--- src/rtl/power_mon_pkg.sv ---
// power_mon_pkg: state encoding, error codes and the power-monitor register-write table
package power_mon_pkg;

    localparam logic [3:0] S_IDLE      = 4'd0;
    localparam logic [3:0] S_DLY       = 4'd1;
    localparam logic [3:0] S_LOAD      = 4'd2;
    localparam logic [3:0] S_GO_HI     = 4'd3;
    localparam logic [3:0] S_WAIT_BUSY = 4'd4;
    localparam logic [3:0] S_WAIT_DONE = 4'd5;
    localparam logic [3:0] S_CHECK     = 4'd6;
    localparam logic [3:0] S_DONE      = 4'd7;
    localparam logic [3:0] S_ERR       = 4'd8;

    localparam logic [1:0] ERR_NACK     = 2'b01;
    localparam logic [1:0] ERR_TO_START = 2'b10;
    localparam logic [1:0] ERR_TO_DONE  = 2'b11;

    // {pointer, data16} for each table entry; unused slots read as zero
    function automatic logic [23:0] pm_cfg_entry(input logic [2:0] idx);
        case (idx)
            3'd0:    return {8'h00, 16'h4527};
            3'd1:    return {8'h05, 16'h0A00};
            3'd2:    return {8'h06, 16'h0000};
            3'd3:    return {8'h07, 16'h0000};
            default: return 24'h000000;
        endcase
    endfunction

endpackage

--- src/rtl/power_mon_cfg_seq.sv ---
// power_mon_cfg_seq: walks the config table through the I2C word-write engine with retries
module power_mon_cfg_seq
    import power_mon_pkg::*;
#(
    parameter int          NUM_ENTRIES = 4,
    parameter logic [7:0]  SLAVE_ADDR  = 8'h80,
    parameter int          GO_CYC      = 4,
    parameter int          TIMEOUT_CYC = 4095,
    parameter int          MAX_RETRY   = 2,
    parameter int          AUTO_START  = 1,
    parameter int          START_DLY   = 1000
) (
    input  logic        PT_CK,
    input  logic        RESET,
    input  logic        START,
    input  logic        END_OK,
    input  logic        ACK_OK,
    output logic        GO,
    output logic [7:0]  SLAVE_ADDRESS,
    output logic [7:0]  POINTER,
    output logic [15:0] WDATA16,
    output logic        BUSY,
    output logic        DONE,
    output logic        ERR,
    output logic [2:0]  ERR_IDX,
    output logic [1:0]  ERR_CODE
);

    localparam int         CW    = 16;
    localparam logic [3:0] S_RST = (AUTO_START != 0) ? S_DLY : S_IDLE;

    logic [3:0]    state, nxt;
    logic [CW-1:0] cnt;
    logic [2:0]    idx, retry;
    logic [1:0]    code;
    logic          ack_q, fail, give_up, expired, last, start_ok, acked;

    assign SLAVE_ADDRESS = SLAVE_ADDR;
    assign expired  = cnt == CW'(TIMEOUT_CYC);
    assign last     = idx == 3'(NUM_ENTRIES - 1);
    assign start_ok = START && (state == S_IDLE || state == S_DONE || state == S_ERR);
    assign acked    = state == S_CHECK && ack_q;
    assign give_up  = fail && retry >= 3'(MAX_RETRY);

    // next-state and failure decode; any failure either retries the entry or parks in ERR_S
    always_comb begin
        nxt  = state;
        fail = 1'b0;
        code = ERR_NACK;
        case (state)
            S_IDLE, S_DONE, S_ERR: nxt = START ? S_LOAD : state;
            S_DLY:   nxt = (cnt == CW'(START_DLY - 1)) ? S_LOAD : S_DLY;
            S_LOAD:  nxt = END_OK ? S_GO_HI : S_LOAD;
            S_GO_HI: nxt = (cnt == CW'(GO_CYC - 1)) ? S_WAIT_BUSY : S_GO_HI;
            S_WAIT_BUSY: begin
                nxt  = END_OK ? S_WAIT_BUSY : S_WAIT_DONE;
                fail = END_OK && expired;
                code = ERR_TO_START;
            end
            S_WAIT_DONE: begin
                nxt  = END_OK ? S_CHECK : S_WAIT_DONE;
                fail = !END_OK && expired;
                code = ERR_TO_DONE;
            end
            S_CHECK: begin
                nxt  = last ? S_DONE : S_LOAD;
                fail = !ack_q;
            end
            default: nxt = S_IDLE;
        endcase
        if (fail) nxt = give_up ? S_ERR : S_LOAD;
    end

    // state register and per-state cycle counter (cleared on every state entry, saturating)
    always_ff @(posedge PT_CK or posedge RESET) begin
        if (RESET) begin
            state <= S_RST;
            cnt   <= '0;
        end else begin
            state <= nxt;
            cnt   <= (nxt != state) ? '0 : ((cnt == '1) ? cnt : cnt + 1'b1);
        end
    end

    // registered handshake outputs so GO/BUSY never glitch on state decode
    always_ff @(posedge PT_CK or posedge RESET) begin
        if (RESET) begin
            GO   <= 1'b0;
            BUSY <= 1'b0;
        end else begin
            GO   <= nxt == S_GO_HI;
            BUSY <= !(nxt == S_IDLE || nxt == S_DONE || nxt == S_ERR);
        end
    end

    // table fetch in LOAD holds POINTER/WDATA16 through the whole transfer; ack sampled while engine busy
    always_ff @(posedge PT_CK or posedge RESET) begin
        if (RESET) begin
            POINTER <= '0;
            WDATA16 <= '0;
            ack_q   <= 1'b0;
        end else begin
            if (state == S_LOAD) {POINTER, WDATA16} <= pm_cfg_entry(idx);
            if (state == S_LOAD) ack_q <= 1'b0;
            else if (state == S_WAIT_DONE && !END_OK) ack_q <= ACK_OK;
        end
    end

    // entry index and retry bookkeeping
    always_ff @(posedge PT_CK or posedge RESET) begin
        if (RESET) begin
            idx   <= '0;
            retry <= '0;
        end else if (start_ok) begin
            idx   <= '0;
            retry <= '0;
        end else if (acked) begin
            idx   <= last ? idx : idx + 3'd1;
            retry <= '0;
        end else if (fail && !give_up) begin
            retry <= retry + 3'd1;
        end
    end

    // sticky completion / error status, cleared only by a new START
    always_ff @(posedge PT_CK or posedge RESET) begin
        if (RESET) begin
            DONE     <= 1'b0;
            ERR      <= 1'b0;
            ERR_IDX  <= '0;
            ERR_CODE <= '0;
        end else if (start_ok) begin
            DONE     <= 1'b0;
            ERR      <= 1'b0;
            ERR_IDX  <= '0;
            ERR_CODE <= '0;
        end else if (acked && last) begin
            DONE <= 1'b1;
        end else if (give_up) begin
            ERR      <= 1'b1;
            ERR_IDX  <= idx;
            ERR_CODE <= code;
        end
    end

endmodule

--- config.mk ---
export PLATFORM = sky130hd
export DESIGN_NAME = power_mon_cfg_seq
export DESIGN_NICKNAME = d
export VERILOG_FILES = /design/src/rtl/power_mon_pkg.sv /design/src/rtl/power_mon_cfg_seq.sv
export SDC_FILE = /design/constraint.sdc
export NUM_CORES = 1
export LEC_CHECK = 0
export BUFFER_PORTS_ARGS = -buffer_cell sky130_fd_sc_hd__buf_4
export CORE_ASPECT_RATIO = 2
export CORE_UTILIZATION = 50
export CTS_CLUSTER_DIAMETER = 100
export DETAILED_ROUTE_END_ITERATION = 16
export GPL_ROUTABILITY_DRIVEN = 0
export PLACE_DENSITY = 0.79
export SYNTH_ARGS = -nofsm -noshare
export SYNTH_HDL_FRONTEND = slang
export SYNTH_SLANG_ARGS = --single-unit
--- constraint.sdc ---
create_clock -name PT_CK -period 2.65 [get_ports PT_CK]
set_input_delay 0.795 -clock PT_CK [delete_from_list [all_inputs] [get_ports PT_CK]]
set_output_delay 0.795 -clock PT_CK [all_outputs]
set_load 0.005 [all_outputs]
==> flow_metrics.py, run 1 <==
metrics = {
    "sta": {
        "clock_skew_ps": 9.435,
        "tightest_slew_ps": 700.9,
        "fin_crit_ps": 2592,
        "fin_setup_tns_ps": 0,
        "hold_viol_final": 0,
        "worst_slew_margin_rel_pct": 52.84,
        "max_freq_mhz": 385.9,
        "finalCritPeriodShare_pct": 97.79,
        "rsz0062_at_grt": "true",
        "maxSlewViolCount": 0,
        "fin_ws_ps": 58.48,
        "final-setup-viol-count": 0,
    },
    "worst_setup_path": {
        "endpoint_kind": "flip-flop",
        "critical_path_buf_inv_count": 1,
        "slowest_delay_ps": 530,
        "path_cells": "inv_1, nor3_2, ha_1, or3_4, o211ai_1, mux2_4, nor4_2",
        "arrival_ps": 2790,
        "path_class": "flip-flop to flip-flop",
        "crit_slowest_cell": "dfstp_2",
        "worst-path-max-fanout": 8,
        "start_kind": "flip-flop",
        "path_delay_family": "simple AND/OR/NAND/NOR gates",
        "cp_data_required_time_ps": 2850,
    },
    "floorplan": {
        "die_w_um": 54.92,
        "ios": 46,
        "die_h_um": 107.8,
        "initial_core_util_pct": 51.66,
        "die_area_um2": 5921,
        "num_rows": 38,
        "core_area_um2": 5420,
    },
    "clock_tree": {
        "clkSlewWorstSetupHoldPaths_ps": 80,
        "cts_root_buffer": "clkbuf_8",
        "clkLatencyLatePin_ps": 310,
        "clock_path_buffers": 2,
        "hold_buffers": 0,
        "h-tree-depth": 2,
        "numCtsBuffers": 5,
        "cts_sinks": 41,
        "cts_tree": "built",
    },
    "layout": {
        "multi_input_area_um2": 1541,
        "fillCellCount": 482,
        "syn2layout_area_growth_pct": 15.19,
        "seq_area_um2": 1027,
        "nets": 357,
        "final_cells": 402,
        "insertedDiodeCount": 0,
        "drive_above_1_share_pct": 28.07,
    },
    "min_path": {
        "holdCritPathClass": "flip-flop to flip-flop",
    },
    "synthesis": {
        "synthDistinctLibCells": 58,
        "yosysWarnings": 0,
        "synth_area_um2": 2800,
        "netlist_instances": 299,
        "syn_area_per_cell_um2": 9.365,
        "yosysSeqAreaShare_pct": 36.68,
        "ys_ff_latch": 41,
        "ys.flop_type": "dfrtp_1",
        "async_flop_share_pct": 100.0,
        "synth_edf_count": 0,
    },
    "placement": {
        "preCtsSetupSlack_ps": -171.3,
        "dp.final_hpwl_um": 4681,
        "portBuffers": 25,
        "place_inst": 394,
    },
    "job": {
        "cap_violations": 0,
    },
    "drt": {
        "via_count": 2287,
        "ant_nets": 0,
        "drt_iter0_drc": 49,
        "wirelength_um": 6214,
        "vias_per_cell": 5.689,
        "drc": 0,
        "first_pass_iters": 4,
        "wl_per_cell_um": 15.46,
    },
    "grt": {
        "first_global_vias": 2249,
        "grt_max_degree": 42,
        "antenna_found_initial": 0,
        "overflow": 0,
        "grt_usage_pct": 23.37,
        "grt_pass1_wl_um": 9880,
    },
    "power": {
        "power.leakage_nw": 1.495,
        "peakVddDrop_v": 0.0006241,
        "cellPowerDensity_nw_per_um2": 755.9,
    },
    "run_status": {
        "status": "finished, final reports clean",
    },
}
-- layout make-up --
cell class              count  area share (%)
multi-input cells         224           47.79
well taps                  60           2.327
repair buffers             54           12.96
inverters                  16           1.862
flip-flops and latches     41           31.85
clock buffers               5           2.133
clock inverters             2           1.086
-- Yosys cell counts, types with 2 or more instances --
library cell / count / area [um^2]
nor3_1: 10 / 50.05
nor2_1: 22 / 82.58
nand2b_1: 6 / 37.54
buf_6: 2 / 22.52
nor4_2: 9 / 112.6
clkbuf_1: 3 / 11.26
or2_2: 2 / 12.51
conb_1: 2 / 7.510
clkbuf_8: 2 / 27.53
o211ai_1: 2 / 15.01
nand2_1: 19 / 71.32
nor4_1: 8 / 50.05
mux2i_1: 5 / 50.05
ha_1: 10 / 125.1
buf_4: 29 / 217.7
and3_1: 5 / 31.28
a31oi_1: 4 / 25.02
or3_1: 3 / 18.77
nand4_1: 6 / 37.54
xnor2_1: 7 / 61.31
nor4b_1: 3 / 26.28
o21ai_0: 17 / 85.08
xor2_1: 4 / 35.03
nor4_4: 2 / 42.54
nand3_1: 14 / 70.07
and3_2: 2 / 15.01
dfrtp_1: 40 / 1001
o22ai_1: 2 / 12.51
a21oi_1: 14 / 70.07
nor3b_1: 2 / 15.01
inv_1: 16 / 60.06
-- cells in the final DEF (no fill, tap or decap), drive strengths merged, types with 2 or more instances in the layout --
cell type,n
conb,20
a21oi,14
or3,4
nor4,19
and4,2
o22ai,2
o21ai,17
nor4b,3
nor3b,3
mux2,2
clkbuf,5
nand3,14
and3,8
ha,10
xnor2,7
dfrtp,40
nand2,20
nand2b,6
a31oi,4
and2,2
nor2,22
buf,54
mux2i,5
xor2,4
nand4,7
or2,2
o211ai,2
nor3,10
inv,16
-- worst paths after layout --
kind,from,to,slack (ps),cells past startpoint
worst max-delay path,state[0],cnt[7],60,7
worst min-delay path,ERR_IDX[1],ERR_IDX[1],530,2
worst max register to register,state[0],cnt[7],60,7
worst min register to register,ERR_IDX[1],ERR_IDX[1],530,2
max in group asynchronous,RESET,state[0],1660,3
min in group asynchronous,RESET,POINTER[1],600,3
-- worst register-to-register path, cell delays in order (launching register included) --
cell,delay (ps)
dfstp_2,530
inv_1,50
nor3_2,240
ha_1,290
or3_4,410
o211ai_1,230
mux2_4,420
nor4_2,320
-- through the flow --
stage / total power [mW] / cell area (um^2) / hold slack, ps / util (%)
5_1_grt: 2.595 / 3226 / 565.9 / 59.51
3_5_place_dp: 1.874 / 3082 / 513.3 / 56.86
4_1_cts: 2.389 / 3198 / 531.3 / 59.00
3_3_place_gp: 1.844 / 3082 / 483.1 / 56.86
6_report: 2.438 / 3226 / 529.6 / 59.51
2_1_floorplan: 1.617 / 2873 / 479.2 / -
-- timing repair --
item / in CTS / in global routing
cloned: 0 / 1
pin swaps: 0 / 1
buffers inserted: 0 / 0
endpoints found under the setup margin: 15 / 5
gates resized for setup: 1 / 3
-- cells by family after synthesis --
| group | after synthesis | share of synthesized area [%] |
|---|---|---|
| and+or+nand+nor | 126 | 28.69 |
| buffers and inverters | 53 | 12.29 |
| AOI/OAI and AO/OA | 50 | 11.84 |
| DFF | 41 | 36.68 |
| xor gates and xnor gates | 11 | 3.440 |
| adders and majority gates | 10 | 4.468 |
| muxes | 6 | 2.323 |
| other | 2 | 0.2682 |
-- sequential cells by signal (all words and copies together) (netlist names) --
name,flops
cnt,16
state,4
WDATA16,2
retry,3
idx,3
POINTER,3
ack_q,1
GO,1
DONE,1
ERR,1
ERR_CODE,2
BUSY,1
ERR_IDX,3
-- power by group --
| group | internal [mW] | switching, mW |
|---|---|---|
| sequential | 0.720 | 0.0821 |
| combinational | 0.503 | 0.638 |
| clock | 0.274 | 0.220 |
| total | 1.50 | 0.941 |
-- layer usage --
layer | wire length [um] | GRT usage [%] | vias to the layer above
met5 | 0 | 0 | -
met4 | 282 | 13.93 | 0
met3 | 215 | 4.096 | 21
met2 | 3557 | 43.37 | 62
met1 | 2159 | 21.41 | 1102
li1 | - | - | 1102
(Power assumes the default switching activity.)
==> inputs of run 2 (changes only) <==
--- a/config.mk
+++ b/config.mk
@@ -5,6 +5,7 @@
 export SDC_FILE = /design/constraint.sdc
 export NUM_CORES = 1
 export LEC_CHECK = 0
+export ABC_AREA = 1
 export BUFFER_PORTS_ARGS = -buffer_cell sky130_fd_sc_hd__buf_4
 export CORE_ASPECT_RATIO = 2
 export CORE_UTILIZATION = 50
==> run 2 against run 1 <==
  * Flip-flop and latch count stayed put
  * Clock skew is 1.9 ps higher
  * Combinational power is 11% lower
  * Sequential power hardly changed
  * Area after synthesis is 3.3% lower
  * Sequential share of layout area is 2.7 points higher
  * Final area is 7.7% lower
  * Critical path depth is 7 higher
  * Total power is 4.1% lower
  * Setup slack better by 240 ps
  * Routed wire length is 16% lower
  * Register-to-register slack better by 240 ps
==> flow_metrics.py, run 2 <==
metrics = {
    "sta": {
        "maxSlewViolCount": 0,
        "finalCritPeriodShare_pct": 88.61,
        "fin_crit_ps": 2348,
        "hold_viol_final": 0,
        "tightest_slew_ps": 521.2,
        "rsz0062_at_grt": "false",
        "max_freq_mhz": 425.9,
        "clock_skew_ps": 11.35,
        "worst_slew_margin_rel_pct": 65.25,
        "final-setup-viol-count": 0,
        "fin_setup_tns_ps": 0,
    },
    "floorplan": {
        "initial_core_util_pct": 52.24,
        "die_h_um": 106.1,
        "core_area_um2": 5185,
        "die_area_um2": 5734,
        "num_rows": 37,
        "die_w_um": 54.05,
        "ios": 46,
    },
    "drt": {
        "wl_per_cell_um": 12.44,
        "first_pass_iters": 4,
        "via_count": 2097,
        "wirelength_um": 5211,
        "ant_nets": 0,
        "drt_iter0_drc": 42,
        "vias_per_cell": 5.005,
        "drc": 0,
    },
    "run_status": {
        "status": "finished, final reports clean",
    },
    "clock_tree": {
        "clkSlewWorstSetupHoldPaths_ps": 70,
        "cts_tree": "built",
        "h-tree-depth": 2,
        "clkLatencyLatePin_ps": 300,
        "hold_buffers": 0,
        "numCtsBuffers": 5,
        "cts_sinks": 41,
        "clock_path_buffers": 2,
        "cts_root_buffer": "clkbuf_8",
    },
    "grt": {
        "grt_usage_pct": 21.89,
        "use_met3_pct": 3.863,
        "grt.met1_usage_pct": 22.69,
        "antenna_found_initial": 0,
        "grt_max_degree": 42,
        "grt_pass1_wl_um": 9052,
        "top_usage_layer": "met2",
        "use_met2_pct": 37.30,
        "first_global_vias": 2063,
        "overflow": 0,
    },
    "layout": {
        "insertedDiodeCount": 0,
        "final_cell_mix": "nand2_1, dfrtp_1, inv_1",
        "drive_above_1_share_pct": 22.16,
        "nets": 375,
        "regMostFlops": "cnt",
        "syn2layout_area_growth_pct": 9.884,
        "final_common_cell": "nand2_1",
        "largestRegisters": "cnt x16, state x4",
        "largest_register_ffs": 16,
        "utilization_pct": 57.41,
        "fillCellCount": 467,
    },
    "synthesis": {
        "yosysWarnings": 0,
        "synthDistinctLibCells": 33,
        "ys_ff_latch": 41,
        "synth_edf_count": 0,
        "async_flop_share_pct": 100.0,
        "ys.flop_type": "dfrtp_1",
        "synth_area_um2": 2709,
        "synth_area_leader_cell": "dfrtp_1",
        "netlist.area_leader.share_pct": 36.95,
        "synthTopCellsByArea": "dfrtp_1, nand2_1, buf_4, inv_1, nor2_4",
        "synthTopCellsByCount": "nand2_1, dfrtp_1, inv_1",
        "netlist_instances": 335,
        "syn_area_per_cell_um2": 8.086,
        "yosysMostFrequentCell": "nand2_1",
        "yosysSeqAreaShare_pct": 37.92,
    },
    "worst_setup_path": {
        "worst-path-max-fanout": 16,
        "cp_data_required_time_ps": 2840,
        "path_class": "flip-flop to flip-flop",
        "ff2ff_setup_slack_ps": 300,
        "worst_r2r_path_depth": 14,
        "critPathLaunch": "state[0]",
        "arrival_ps": 2530,
        "cp-endpoint": "cnt[15]",
        "start_kind": "flip-flop",
        "endpoint_kind": "flip-flop",
        "r2r_start": "state[0]",
        "rr_endpoint": "cnt[15]",
    },
    "job": {
        "cap_violations": 0,
    },
    "placement": {
        "dp.final_hpwl_um": 4023,
        "portBuffers": 25,
    },
    "min_path": {
        "holdCritPathClass": "flip-flop to flip-flop",
    },
    "power": {
        "power.leakage_nw": 1.488,
        "cellPowerDensity_nw_per_um2": 785.2,
        "peakVddDrop_v": 0.0007009,
    },
}
==> run 2: cell count changes in the layout (fill, tap and decap cells not counted), sizes merged, moves of 4 or more <==
cell / before / now
a21oi: 14 / 3
and3: 8 / 0
buf: 54 / 30
inv: 16 / 46
mux2i: 5 / 0
nand2: 20 / 73
nand2b: 6 / 0
nand3: 14 / 27
nor2: 22 / 53
nor4: 19 / 0
or3: 4 / 0
xnor2: 7 / 1
==> run 2: worst min path at each step <==
stage	cells past startpoint	endpoint	from
finish	1	POINTER[0]	idx[2]
global route	1	POINTER[0]	idx[2]
CTS	1	POINTER[0]	idx[2]
detailed placement	1	POINTER[0]	idx[2]
global placement	1	POINTER[0]	idx[2]
floorplan	1	POINTER[0]	idx[2]
==> run 2: metal layers <==
metal  wire [um]  up-vias  share of wire [%]
met5           0        -                  0
met4         279        0                5.4
met3         144       22                2.8
met2        2899       54                 56
met1        1887      970                 36
li1            -     1051                  -
==> run 2: timing repair <==
item	CTS	global route
setup endpoints to repair	0	2
gates resized for setup	0	1
setup buffers	0	0
==> run 2: power breakdown <==
| group | switching, mW | total (mW) | internal (mW) |
|---|---|---|---|
| clock network | 0.215 | 0.522 | 0.307 |
| registers | 0.0767 | 0.801 | 0.724 |
| logic | 0.628 | 1.01 | 0.386 |
==> run 2: per-stage QoR <==
| stage | instance area [um^2] | instances | total power, mW | setup slack (ps) | hold slack [ps] |
|---|---|---|---|---|---|
| 4_1_cts | 2972 | 419 | 2.359 | 233.0 | 475.0 |
| 5_1_grt | 2977 | 419 | 2.513 | 74.89 | 494.6 |
| 2_1_floorplan | 2776 | 353 | 1.606 | 326.7 | 433.9 |
| 3_5_place_dp | 2855 | 411 | 1.828 | 204.6 | 468.3 |
| 3_3_place_gp | 2855 | 411 | 1.804 | 254.4 | 451.1 |
| 6_report | 2977 | 419 | 2.337 | 301.8 | 476.6 |
==> run 2: area by class of cell <==
cell class                 instances  area (um^2)  share of cell area [%]
inverter                          46        172.7                   5.801
multi-input combinational        236         1350                   45.36
clock inverter                     1        30.03                   1.009
timing repair buffer              30        237.7                   7.987
clock buffer                       7        86.33                   2.900
sequential                        41         1027                   34.51
tap                               58        72.57                   2.438
==> run 2: cell families after synthesis <==
family / count (synthesis) / share of synthesized area, %
AND/OR/NAND/NOR: 171 / 34.32
buffers and inverters: 76 / 14.92
flip-flops: 41 / 37.92
AO/OA/AOI/OAI: 27 / 5.358
adder cells (fa/ha/maj): 10 / 4.619
XOR/XNOR: 8 / 2.587
other: 2 / 0.2772
==> run 2: critical path: stages, from the launching register on <==
cell and delay [ps]:
dfstp_2 540, inv_2 70, nor3_2 240, ha_1 270, inv_1 60, nand3_2 80
nor2_2 150, nand2_4 70, nand2_4 100, nand2_2 60, a21oi_1 180, nor2_2 80
nand3_4 80, buf_12 190, nor2_1 60
